## config.mk

```make
export PLATFORM = sky130hd
export DESIGN_NAME = serial_compare
export DESIGN_NICKNAME = d
export VERILOG_FILES = /design/src/rtl/serial_compare_pkg.sv /design/src/rtl/serial_compare_cmp_digit.sv /design/src/rtl/serial_compare.sv
export SDC_FILE = /design/constraint.sdc
export NUM_CORES = 1
export LEC_CHECK = 0
export ABC_AREA = 1
export CAP_MARGIN = 25
export CORE_MARGIN = 2
export CORE_UTILIZATION = 50
export CTS_CLUSTER_DIAMETER = 50
export DETAILED_ROUTE_END_ITERATION = 16
export GPL_ROUTABILITY_DRIVEN = 0
export PLACE_DENSITY = 0.77
export SYNTH_ARGS = -nofsm -noshare
export SYNTH_HDL_FRONTEND = slang
export SYNTH_SLANG_ARGS = --single-unit
export TNS_END_PERCENT = 1
```

## constraint.sdc

```tcl
create_clock -name clk -period 2.45 [get_ports clk]
set_clock_uncertainty 0.05 [all_clocks]
set_input_delay 0.245 -clock clk [delete_from_list [all_inputs] [get_ports clk]]
set_output_delay 0.245 -clock clk [all_outputs]
set_load 0.05 [all_outputs]
```

## src/rtl/serial_compare_pkg.sv

```systemverilog
// -----------------------------------------------------------------------------
// serial_compare_pkg
//   Shared definitions for the digit-serial comparator: FSM state encodings,
//   default operand/digit widths for reuse by the ALU top level, and a helper
//   that sizes the digit counter.
// -----------------------------------------------------------------------------
package serial_compare_pkg;

    localparam int unsigned DEF_WIDTH = 32;
    localparam int unsigned DEF_DIGIT = 2;

    typedef enum logic [1:0] {
        ST_IDLE = 2'd0,
        ST_RUN  = 2'd1,
        ST_DONE = 2'd2
    } state_e;

    // Counter width for n digits: enough to hold n-1, never narrower than 1 bit.
    function automatic int unsigned cnt_width(input int unsigned n);
        return (n > 1) ? $clog2(n) : 1;
    endfunction

endpackage

```

## src/rtl/serial_compare_cmp_digit.sv

```systemverilog
// -----------------------------------------------------------------------------
// cmp_digit
//   Combinational compare of one DIGIT-wide slice of each operand.
//   Ports:
//     a_d   in  DIGIT  digit of operand A
//     b_d   in  DIGIT  digit of operand B
//     d_eq  out 1      a_d == b_d
//     d_gt  out 1      a_d >  b_d (unsigned)
// -----------------------------------------------------------------------------
module cmp_digit
    import serial_compare_pkg::*;
#(
    parameter int unsigned DIGIT = DEF_DIGIT
) (
    input  logic [DIGIT-1:0] a_d,
    input  logic [DIGIT-1:0] b_d,
    output logic             d_eq,
    output logic             d_gt
);

    assign d_eq = (a_d == b_d);
    assign d_gt = (a_d >  b_d);

endmodule

```

## src/rtl/serial_compare.sv

```systemverilog
// -----------------------------------------------------------------------------
// serial_compare
//   Digit-serial magnitude/equality comparator. Latches two WIDTH-bit operands
//   on an accepted start, compares DIGIT bits per clock from the MSB digit down,
//   exits at the first unequal digit and reports eq/lt/gt with a one-cycle done.
//   Ports:
//     clk    in   1      rising-edge clock
//     rst_n  in   1      asynchronous active-low reset
//     start  in   1      request, accepted only while ready
//     a, b   in   WIDTH  operands, sampled on the accepting edge
//     ready  out  1      IDLE or DONE
//     busy   out  1      RUN
//     done   out  1      one-cycle pulse when a result is produced
//     y_eq   out  1      a == b, held until the next accepted start
//     y_lt   out  1      a <  b, held
//     y_gt   out  1      a >  b, held
// -----------------------------------------------------------------------------
module serial_compare
    import serial_compare_pkg::*;
#(
    parameter int unsigned WIDTH  = DEF_WIDTH,
    parameter int unsigned DIGIT  = DEF_DIGIT,
    parameter bit          SIGNED = 1'b0
) (
    input  logic             clk,
    input  logic             rst_n,
    input  logic             start,
    input  logic [WIDTH-1:0] a,
    input  logic [WIDTH-1:0] b,
    output logic             ready,
    output logic             busy,
    output logic             done,
    output logic             y_eq,
    output logic             y_lt,
    output logic             y_gt
);

    localparam int unsigned NDIG = WIDTH / DIGIT;
    localparam int unsigned CW   = cnt_width(NDIG);
    localparam logic [CW-1:0]    CNT_LAST  = CW'(NDIG - 1);
    // Flipping the sign bit maps two's-complement order onto unsigned order.
    localparam logic [WIDTH-1:0] SIGN_FLIP = {SIGNED, {(WIDTH-1){1'b0}}};

    if ((WIDTH % DIGIT) != 0) begin : g_bad_width
        $error("serial_compare: WIDTH (%0d) must be a multiple of DIGIT (%0d)", WIDTH, DIGIT);
    end

    state_e           state_q, state_d;
    logic [WIDTH-1:0] opa_q, opa_d;
    logic [WIDTH-1:0] opb_q, opb_d;
    logic [CW-1:0]    cnt_q, cnt_d;
    logic             done_q, done_d;
    logic             eq_q, eq_d;
    logic             lt_q, lt_d;
    logic             gt_q, gt_d;
    logic             dig_eq, dig_gt;

    cmp_digit #(.DIGIT(DIGIT)) u_digit (
        .a_d  (opa_q[WIDTH-1 -: DIGIT]),
        .b_d  (opb_q[WIDTH-1 -: DIGIT]),
        .d_eq (dig_eq),
        .d_gt (dig_gt)
    );

    assign ready = (state_q == ST_IDLE) || (state_q == ST_DONE);
    assign busy  = (state_q == ST_RUN);
    assign done  = done_q;
    assign y_eq  = eq_q;
    assign y_lt  = lt_q;
    assign y_gt  = gt_q;

    always_comb begin
        // NOTE: every next-state signal gets a default here so no path leaves
        // one unassigned, which would otherwise infer a latch.
        state_d = state_q;
        opa_d   = opa_q;
        opb_d   = opb_q;
        cnt_d   = cnt_q;
        done_d  = 1'b0;
        eq_d    = eq_q;
        lt_d    = lt_q;
        gt_d    = gt_q;

        case (state_q)
            ST_RUN: begin
                if (!dig_eq) begin
                    // Early exit: the first unequal digit decides the order.
                    gt_d    = dig_gt;
                    lt_d    = !dig_gt;
                    done_d  = 1'b1;
                    state_d = ST_DONE;
                end else if (cnt_q == '0) begin
                    eq_d    = 1'b1;
                    done_d  = 1'b1;
                    state_d = ST_DONE;
                end else begin
                    opa_d = opa_q << DIGIT;
                    opb_d = opb_q << DIGIT;
                    cnt_d = cnt_q - CW'(1);
                end
            end
            default: begin
                // IDLE and DONE both accept; DONE falls back to IDLE otherwise.
                if (start && ready) begin
                    opa_d   = a ^ SIGN_FLIP;
                    opb_d   = b ^ SIGN_FLIP;
                    cnt_d   = CNT_LAST;
                    eq_d    = 1'b0;
                    lt_d    = 1'b0;
                    gt_d    = 1'b0;
                    state_d = ST_RUN;
                end else begin
                    state_d = ST_IDLE;
                end
            end
        endcase
    end

    // NOTE: sequential state uses non-blocking assignments so every register
    // samples the pre-edge values regardless of statement order.
    always_ff @(posedge clk or negedge rst_n) begin
        if (!rst_n) begin
            state_q <= ST_IDLE;
            opa_q   <= '0;
            opb_q   <= '0;
            cnt_q   <= '0;
            done_q  <= 1'b0;
            eq_q    <= 1'b0;
            lt_q    <= 1'b0;
            gt_q    <= 1'b0;
        end else begin
            state_q <= state_d;
            opa_q   <= opa_d;
            opb_q   <= opb_d;
            cnt_q   <= cnt_d;
            done_q  <= done_d;
            eq_q    <= eq_d;
            lt_q    <= lt_d;
            gt_q    <= gt_d;
        end
    end

endmodule

```

# After elaboration in Yosys (flattened, before gate mapping)
# Index checks and enable logic that the tools add are counted.
# classes
addsub	1
magnitude_cmp	1
eq_ne	8
mux	27
n_reduce_logical	9
# op_table
cell	n
two-way mux 32 bit	8
two-way mux 4 bit	4
two-way mux 1 bit	12
two-way mux 2 bit	3
AND reduction 3 bit	2
zero test 4 bit	1
!= test 2 x 1 -> 1 bit, second input constant	2
!= test 2 bit, second input constant	2
subtractor 4 x 1 -> 4 bit, second input constant	1
!= test 3 x 2 -> 1 bit, second input constant	1
== test 2 x 1 -> 1 bit, second input constant	1
== test 2 bit	1
== test 2 bit, second input constant	1
greater-than comparator 2 bit	1
zero test 2 bit	1
AND reduction 2 bit	1
nonzero test 2 bit	1
logical AND 1 bit	1
zero test 1 bit	1
logical OR 1 bit	1
# word_totals
reg_bits	74
in_bits	67
output_inout_bits	6

# Logic depth before layout (Yosys ltp)
# Gate-level depths: netlist (run 1).
# depth
word_depth	5
mapped_depth	10

# Hierarchy
# From an unflattened synthesis (run 1), not the netlist that was laid out.
# unflattened
hier_cells	543
area_unflattened_um2	3821.2
# by_module_without_submodules
mod	n_inst	cells_per_inst	area_each_um2	seq_area_each_um2
serial_compare	1	533	3761.1	1851.8
cmp_digit	1	10	60.1	0.0

# Least setup slack after synthesis (run 1)
# No wires, ideal clock.
# synth_path
path_type	register to register
startpoint	register state_q[1]
endpoint	register cnt_q[2]
arrival_ns	1.412
required_time_ns	2.283
setup_slack_ns	0.871
path_stages_with_launch	8
path_buffers	1
cell_sequence	dfrtp_1 > inv_1 > nand2_2 > inv_1 > clkbuf_1 > nand3_1 > nand2_1 > nand2_1
# synth_between
word_cells_on_any_way	10
classes_between	eq/ne: 4; mux: 1; reduce/logical: 5
# synth_lines
element	line_no	rtl
start: declaration	serial_compare.sv:48	state_e state_q, state_d;
start signal: assignment	serial_compare.sv:132	state_q <= state_d;
== test 2 x 1 -> 1 bit (*)	--	
named net busy	serial_compare.sv:31	output logic busy,
!= test 2 bit (no source line), or another cell as far along	--	
AND reduction 3 bit (no source line)	--	
end signal: assignment	serial_compare.sv:135	cnt_q <= cnt_d;
end: declaration	serial_compare.sv:51	logic [CW-1:0] cnt_q, cnt_d;
# Mark *: on every way through the listed nets, which the timed path passes. The rest lies on a longest branch.
# A chain may end at the register's enable or synchronous reset.

# Worst setup path after layout (run 1)
# layout_path
startpoint	register state_q[0]
endpoint	output ready
# layout_between
elab_chain_cells	2
word_cells_on_any_way	3
classes_between	eq/ne: 1; reduce/logical: 2
# layout_rtl
element	line_no	rtl
== test 2 bit / zero test 2 bit (equally long branches)	serial_compare.sv:65	assign ready = (state_q == ST_IDLE) || (state_q == ST_DONE);
logical OR 1 bit (*)	serial_compare.sv:65	
end: declaration	serial_compare.sv:30	output logic ready,
# Every way passes the cells marked *; elsewhere a longest branch is shown, timed or not.

==> metrics.cfg, run 1 <==
[run_status]
status=complete, but fails checks
failed_checks=negative hold slack

[layout]
syn_to_final_growth_pct=24.7
layout-drive-gt1-share=0.0519
fill_cells=624
final_area_um2=4750
final_util=0.648
nets=662
antenna_cells=0

[worst_setup_path]
crit_chain=inv_1, clkdlybuf4s50_1
reg2regPathDepth=7
crit_start=state_q[0]$_DFFE_PN0P_
crit_arrival_ns=1.77
crit_path_end=ready
critPathMaxStageDelay_ns=0.84
timing.rr.end=opb_q[22]$_DFFE_PN0P_
cp.required_ns=2.15
crit_type=reg2out
cpMaxStageDelayCell=clkdlybuf4s50_1
cp-end-kind=primary output
worstPathMaxFanout=6
regToRegSetupSlack_ns=0.46
r2r-start=opa_q[31]$_DFFE_PN0P_
worstSetupStartpointType=register

[clock_tree]
post_cts_resized=0
htreeDepth=3
cts.sinks=74
root_buffer=clkbuf_8
clkTransAtPathRegs_ns=0.08
cts_buffer_depth=2
numCtsBuffers=9
cts_hold_buf=0
postCtsSetupRepairBufs=0
cts_tree=done
clk_latency_ns=0.35

[logic_synthesis]
synth.cells.most_frequent=nand2_1, dfrtp_1, nand3_1
avgSynthCellArea_um2=7.11
ys.flop_type=dfrtp_1
synthTopCellsByArea=dfrtp_1, nand2_1, nand3_1
synthArstFlopShare=1.00
synth.yosys.seq_area_share=0.486
yosys.area_share.adder=0.00985
synth_compound_area_frac=0.00591
ys_seq_elements=74
yosysWarnings=0
ys_types=17
synthMuxAreaShare=0
synth-simple-area-share=0.432
synthesis.instances=536
synth_top_area_frac=0.486
post-synth-top-area-cell=dfrtp_1
netlist_area_um2=3810
synth_top_family_by_area=simple AND/OR/NAND/NOR gates
synth.most_common_cell=nand2_1
syn_nets=606
synthXorXnorAreaFrac=0
synth_edf_count=0

[place]
dp_hpwl_um=5440
io_buffers=72
placed_cell_area_um2=4540

[pwr]
p_comb_frac=0.472
finalPower_mw=5.97
p_leak_nw=2.59
peakVddDrop_v=0.000721
power_density_nw_per_um2=1260
p_int_mw=3.39
switchingPower_mw=2.59
clockPowerShare=0.172
power_frac_seq=0.356
swShare=0.433

[sta]
finalHoldViolations=33
min_period_ns=2.07
slew_viol_final=0
fin_tns_setup_ns=0
period_share=0.843
whs_ns=-0.0428
worstMarginPinSlew_ns=0.925
rsz0062_at_grt=false
slew_headroom=0.384
setup_viol=0
fmax_ghz=0.484

[routing]
wl_um=8760
viasPerCell=4.98
route.detailed.drc=0
drtIter0Drc=262
firstDrtPassIters=5
via_count=3468
ant_nets=0
routedWlPerCell_um=12.6

[grt]
grt_max_degree=75
grt_pass1_vias=3242
grt_overflow=0
antenna_found_initial=0
track_usage=0.218
grt_pass1_wl_um=14900

[die]
die_w_um=91.3
die_y_um=91.3
rows=31
start_util=0.520
coreArea_um2=7330
io-pin-count=73
die_area_um2=8340

[worst_hold_path]
hold_class=in2async

[flow_run]
drv_cap=0

worst max-delay path, delay by kind of cell (launching register included):
kind	cells	cell delay (ns)
flip-flops	1	0.40
buffers and inverters	2	1.02
per-stage QoR:
| stage | instances | worst slack (ns) |
|---|---|---|
| 6_report | 696 | 0.385 |
| 2_1_floorplan | 536 | 0.871 |
| 4_1_cts | 696 | 0.379 |
| 3_3_place_gp | 680 | 0.549 |
| 3_5_place_dp | 680 | 0.492 |
| 5_1_grt | 696 | 0.245 |
cell usage in the layout, fill, tap and decap left out, types with 3 or more instances in the layout:
cell type,instances
nand2_1,320
dfrtp_1,74
nand3_1,72
clkdlybuf4s50_1,70
inv_1,11
clkbuf_8,9
buf_4,7
nor2_1,6
nand2_2,4
nand4_1,4
ha_1,3
buf_12,3
routing by layer:
layer / global-route usage / vias to the layer above / part of all wire
li1: - / 1770 / -
met4: 0.0833 / 0 / 0.015
met1: 0.304 / 1600 / 0.48
met3: 0.0365 / 13 / 0.047
met2: 0.344 / 85 / 0.46
met5: 0 / - / 0
area by class of cell:
cell class / count / area (µm²) / area share
sequential: 74 / 1850 / 0.390
multi-input combinational: 415 / 1710 / 0.359
timing repair buffer: 80 / 813 / 0.171
clock buffer: 11 / 131 / 0.0277
tap: 99 / 124 / 0.0261
clock inverter: 5 / 78.8 / 0.0166
inverter: 12 / 45.0 / 0.00948
state kept, by name, indices dropped and copies added (netlist names):
register	count
y_lt	1
opa_q	32
opb_q	32
y_gt	1
cnt_q	4
y_eq	1
state_q	2
done	1
power by group through the flow:
stage | sequential [mW] | combinational (mW) | clock (mW)
finish | 2.13 | 2.82 | 1.03
global route | 2.19 | 3.23 | 1.08
CTS | 2.12 | 2.84 | 1.03
detailed placement | 2.14 | 2.82 | 0
global placement | 2.11 | 2.73 | 0
floorplan | 2.12 | 2.15 | 0
cell families (layout without fill, tap and decap cells):
| family | after synthesis | in the layout |
|---|---|---|
| fa+ha+maj | 3 | 3 |
| buf+inv | 47 | 108 |
| simple gates | 408 | 408 |
| compound gates | 4 | 4 |
| flops | 74 | 74 |
worst min-delay path by stage:
stage / startpoint / to
finish: rst_n / opb_q[19]$_DFFE_PN0P_
global route: rst_n / done$_DFF_PN0_
CTS: rst_n / opb_q[9]$_DFFE_PN0P_
detailed placement: rst_n / opb_q[19]$_DFFE_PN0P_
global placement: rst_n / opb_q[19]$_DFFE_PN0P_
floorplan: rst_n / cnt_q[0]$_DFFE_PN0P_
Note: power is estimated with default switching activity, not from simulation.
==> inputs of run 2 (changes only) <==
==> constraint.sdc (replaced) <==
create_clock -name clk -period 2.1 [get_ports clk]
set_clock_uncertainty 0.05 [all_clocks]
set_input_delay 0.21 -clock clk [delete_from_list [all_inputs] [get_ports clk]]
set_output_delay 0.21 -clock clk [all_outputs]
set_load 0.05 [all_outputs]
==> run 2 against run 1 <==
Net effect: the run now ends clean; global-route usage up 0.11 points; highest routed layer unchanged; via count up 0.89%; sequential power up 16%; setup slack worse by 0.28 ns; register-to-register slack worse by 0.05 ns; final area up 0.11%; critical endpoint unchanged; total power up 14%.
==> metrics.cfg, run 2 (same netlist as run 1, synthesis figures left out) <==
[run_status]
status=finished, final reports clean

[place]
io_buffers=72
dp_hpwl_um=5570
placed_cells=683
placed_cell_area_um2=4550
pre_cts_slack_ns=0.438

[worst_setup_path]
crit_arrival_ns=1.74
crit_type=reg2out
cp-end-kind=primary output
r2r-start=opa_q[31]$_DFFE_PN0P_
worstSetupStartpointType=register
worstPathMaxFanout=6
regToRegSetupSlack_ns=0.41
reg2regPathDepth=7
cp.required_ns=1.84
timing.rr.end=opb_q[30]$_DFFE_PN0P_

[die]
rows=31
io-pin-count=73
die_w_um=91.3
die_area_um2=8340
start_util=0.520
die_y_um=91.3
coreArea_um2=7330

[pwr]
peakVddDrop_v=0.00109
p_leak_nw=2.60
power_density_nw_per_um2=1430

[layout]
nets=666
finalNonFillerCells=700
reg_top3=opa_q x32, opb_q x32, cnt_q x4
syn_to_final_growth_pct=24.8
layout_common_cells=nand2_1, dfrtp_1, nand3_1
final_area_um2=4760
antenna_cells=0
final_util=0.649
final_common_cell=nand2_1
layout-drive-gt1-share=0.0582

[routing]
viasPerCell=5.00
wl_um=8560
routedWlPerCell_um=12.2
drtIter0Drc=231
via_count=3499
firstDrtPassIters=4
route.detailed.drc=0
ant_nets=0

[sta]
slew_viol_final=0
fin_tns_setup_ns=0
slew_headroom=0.525
worstMarginPinSlew_ns=0.712
timing.final.ws_setup_ns=0.102
rsz0062_at_grt=false
period_share=0.952
fmax_ghz=0.500
setup_viol=0
min_period_ns=2.00
finalHoldViolations=0

[grt]
grt_max_degree=66
grt_pass1_wl_um=14900
grt_overflow=0
grt_pass1_vias=3343
track_usage=0.220
antenna_found_initial=0

[clock_tree]
htreeDepth=3
cts_buffer_depth=2
cts.sinks=74
postCtsSetupRepairBufs=0
root_buffer=clkbuf_8
clk_latency_ns=0.34
numCtsBuffers=9
cts_tree=done
clkTransAtPathRegs_ns=0.07

[worst_hold_path]
hold_depth=3
min_to=opb_q[0]$_DFFE_PN0P_
hold_class=in2reg
min_from=b[0]

[flow_run]
drv_cap=0

run 2: changes by cell type in the layout (fill, tap and decap cells not counted):
cell           delta
clkinv_2          +1
buf_12            -1
dlygate4sd3_1     +1
clkbuf_8          +1
clkbuf_1          -1
bufinv_16         -1
buf_4             +4
run 2: how the worst max path moves through the flow:
stage,to,start,cells after the start
3_3_place_gp,opb_q[12]$_DFFE_PN0P_,opa_q[31]$_DFFE_PN0P_,7
2_1_floorplan,cnt_q[2]$_DFFE_PN0P_,state_q[1]$_DFFE_PN0P_,7
3_5_place_dp,opb_q[31]$_DFFE_PN0P_,opa_q[31]$_DFFE_PN0P_,7
5_1_grt,ready,state_q[0]$_DFFE_PN0P_,2
4_1_cts,ready,state_q[0]$_DFFE_PN0P_,2
6_report,ready,state_q[0]$_DFFE_PN0P_,2
run 2: cell type report:
| type | count | area (µm²) |
|---|---|---|
| Sequential cell | 74 | 1850 |
| Fill cell | 667 | 2570 |
| Multi-Input combinational cell | 415 | 1710 |
| Clock inverter | 5 | 53.8 |
| Clock buffer | 11 | 141 |
| Inverter | 12 | 45.0 |
| Tap cell | 99 | 124 |
| Timing Repair Buffer | 84 | 833 |
run 2: routing by layer:
metal  wire length, µm  global-route usage  up-vias
met1              4040               0.293     1613
met5                 0                   0        -
met4                80              0.0720        0
li1                  -                   -     1774
met2              3990               0.369      105
met3               446              0.0332        7
run 2: timing repair:
item                                   4_1_cts  5_1_grt
hold buffers                                 1        0
gates resized for setup                      0        0
endpoints found under the hold margin       55        0
run 2: critical path: stages (launching register included):
cell and delay (ns):
dfrtp_1 0.39, inv_1 0.17, clkdlybuf4s50_1 0.85
run 2: where the power goes:
group	internal [mW]	leakage [nW]	switching [mW]
Sequential	2.11	0.922	0.365
Combinational	1.15	1.58	2.09
Clock	0.578	0.103	0.508
Total	3.84	2.60	2.96
run 2: through the flow:
stage          hold WS (ns)  total power [mW]
6_report              0.388              6.80
5_1_grt               0.387              7.47
4_1_cts               0.383              6.85
3_5_place_dp          0.262              5.75
3_3_place_gp          0.262              5.63
2_1_floorplan        -0.136              4.99
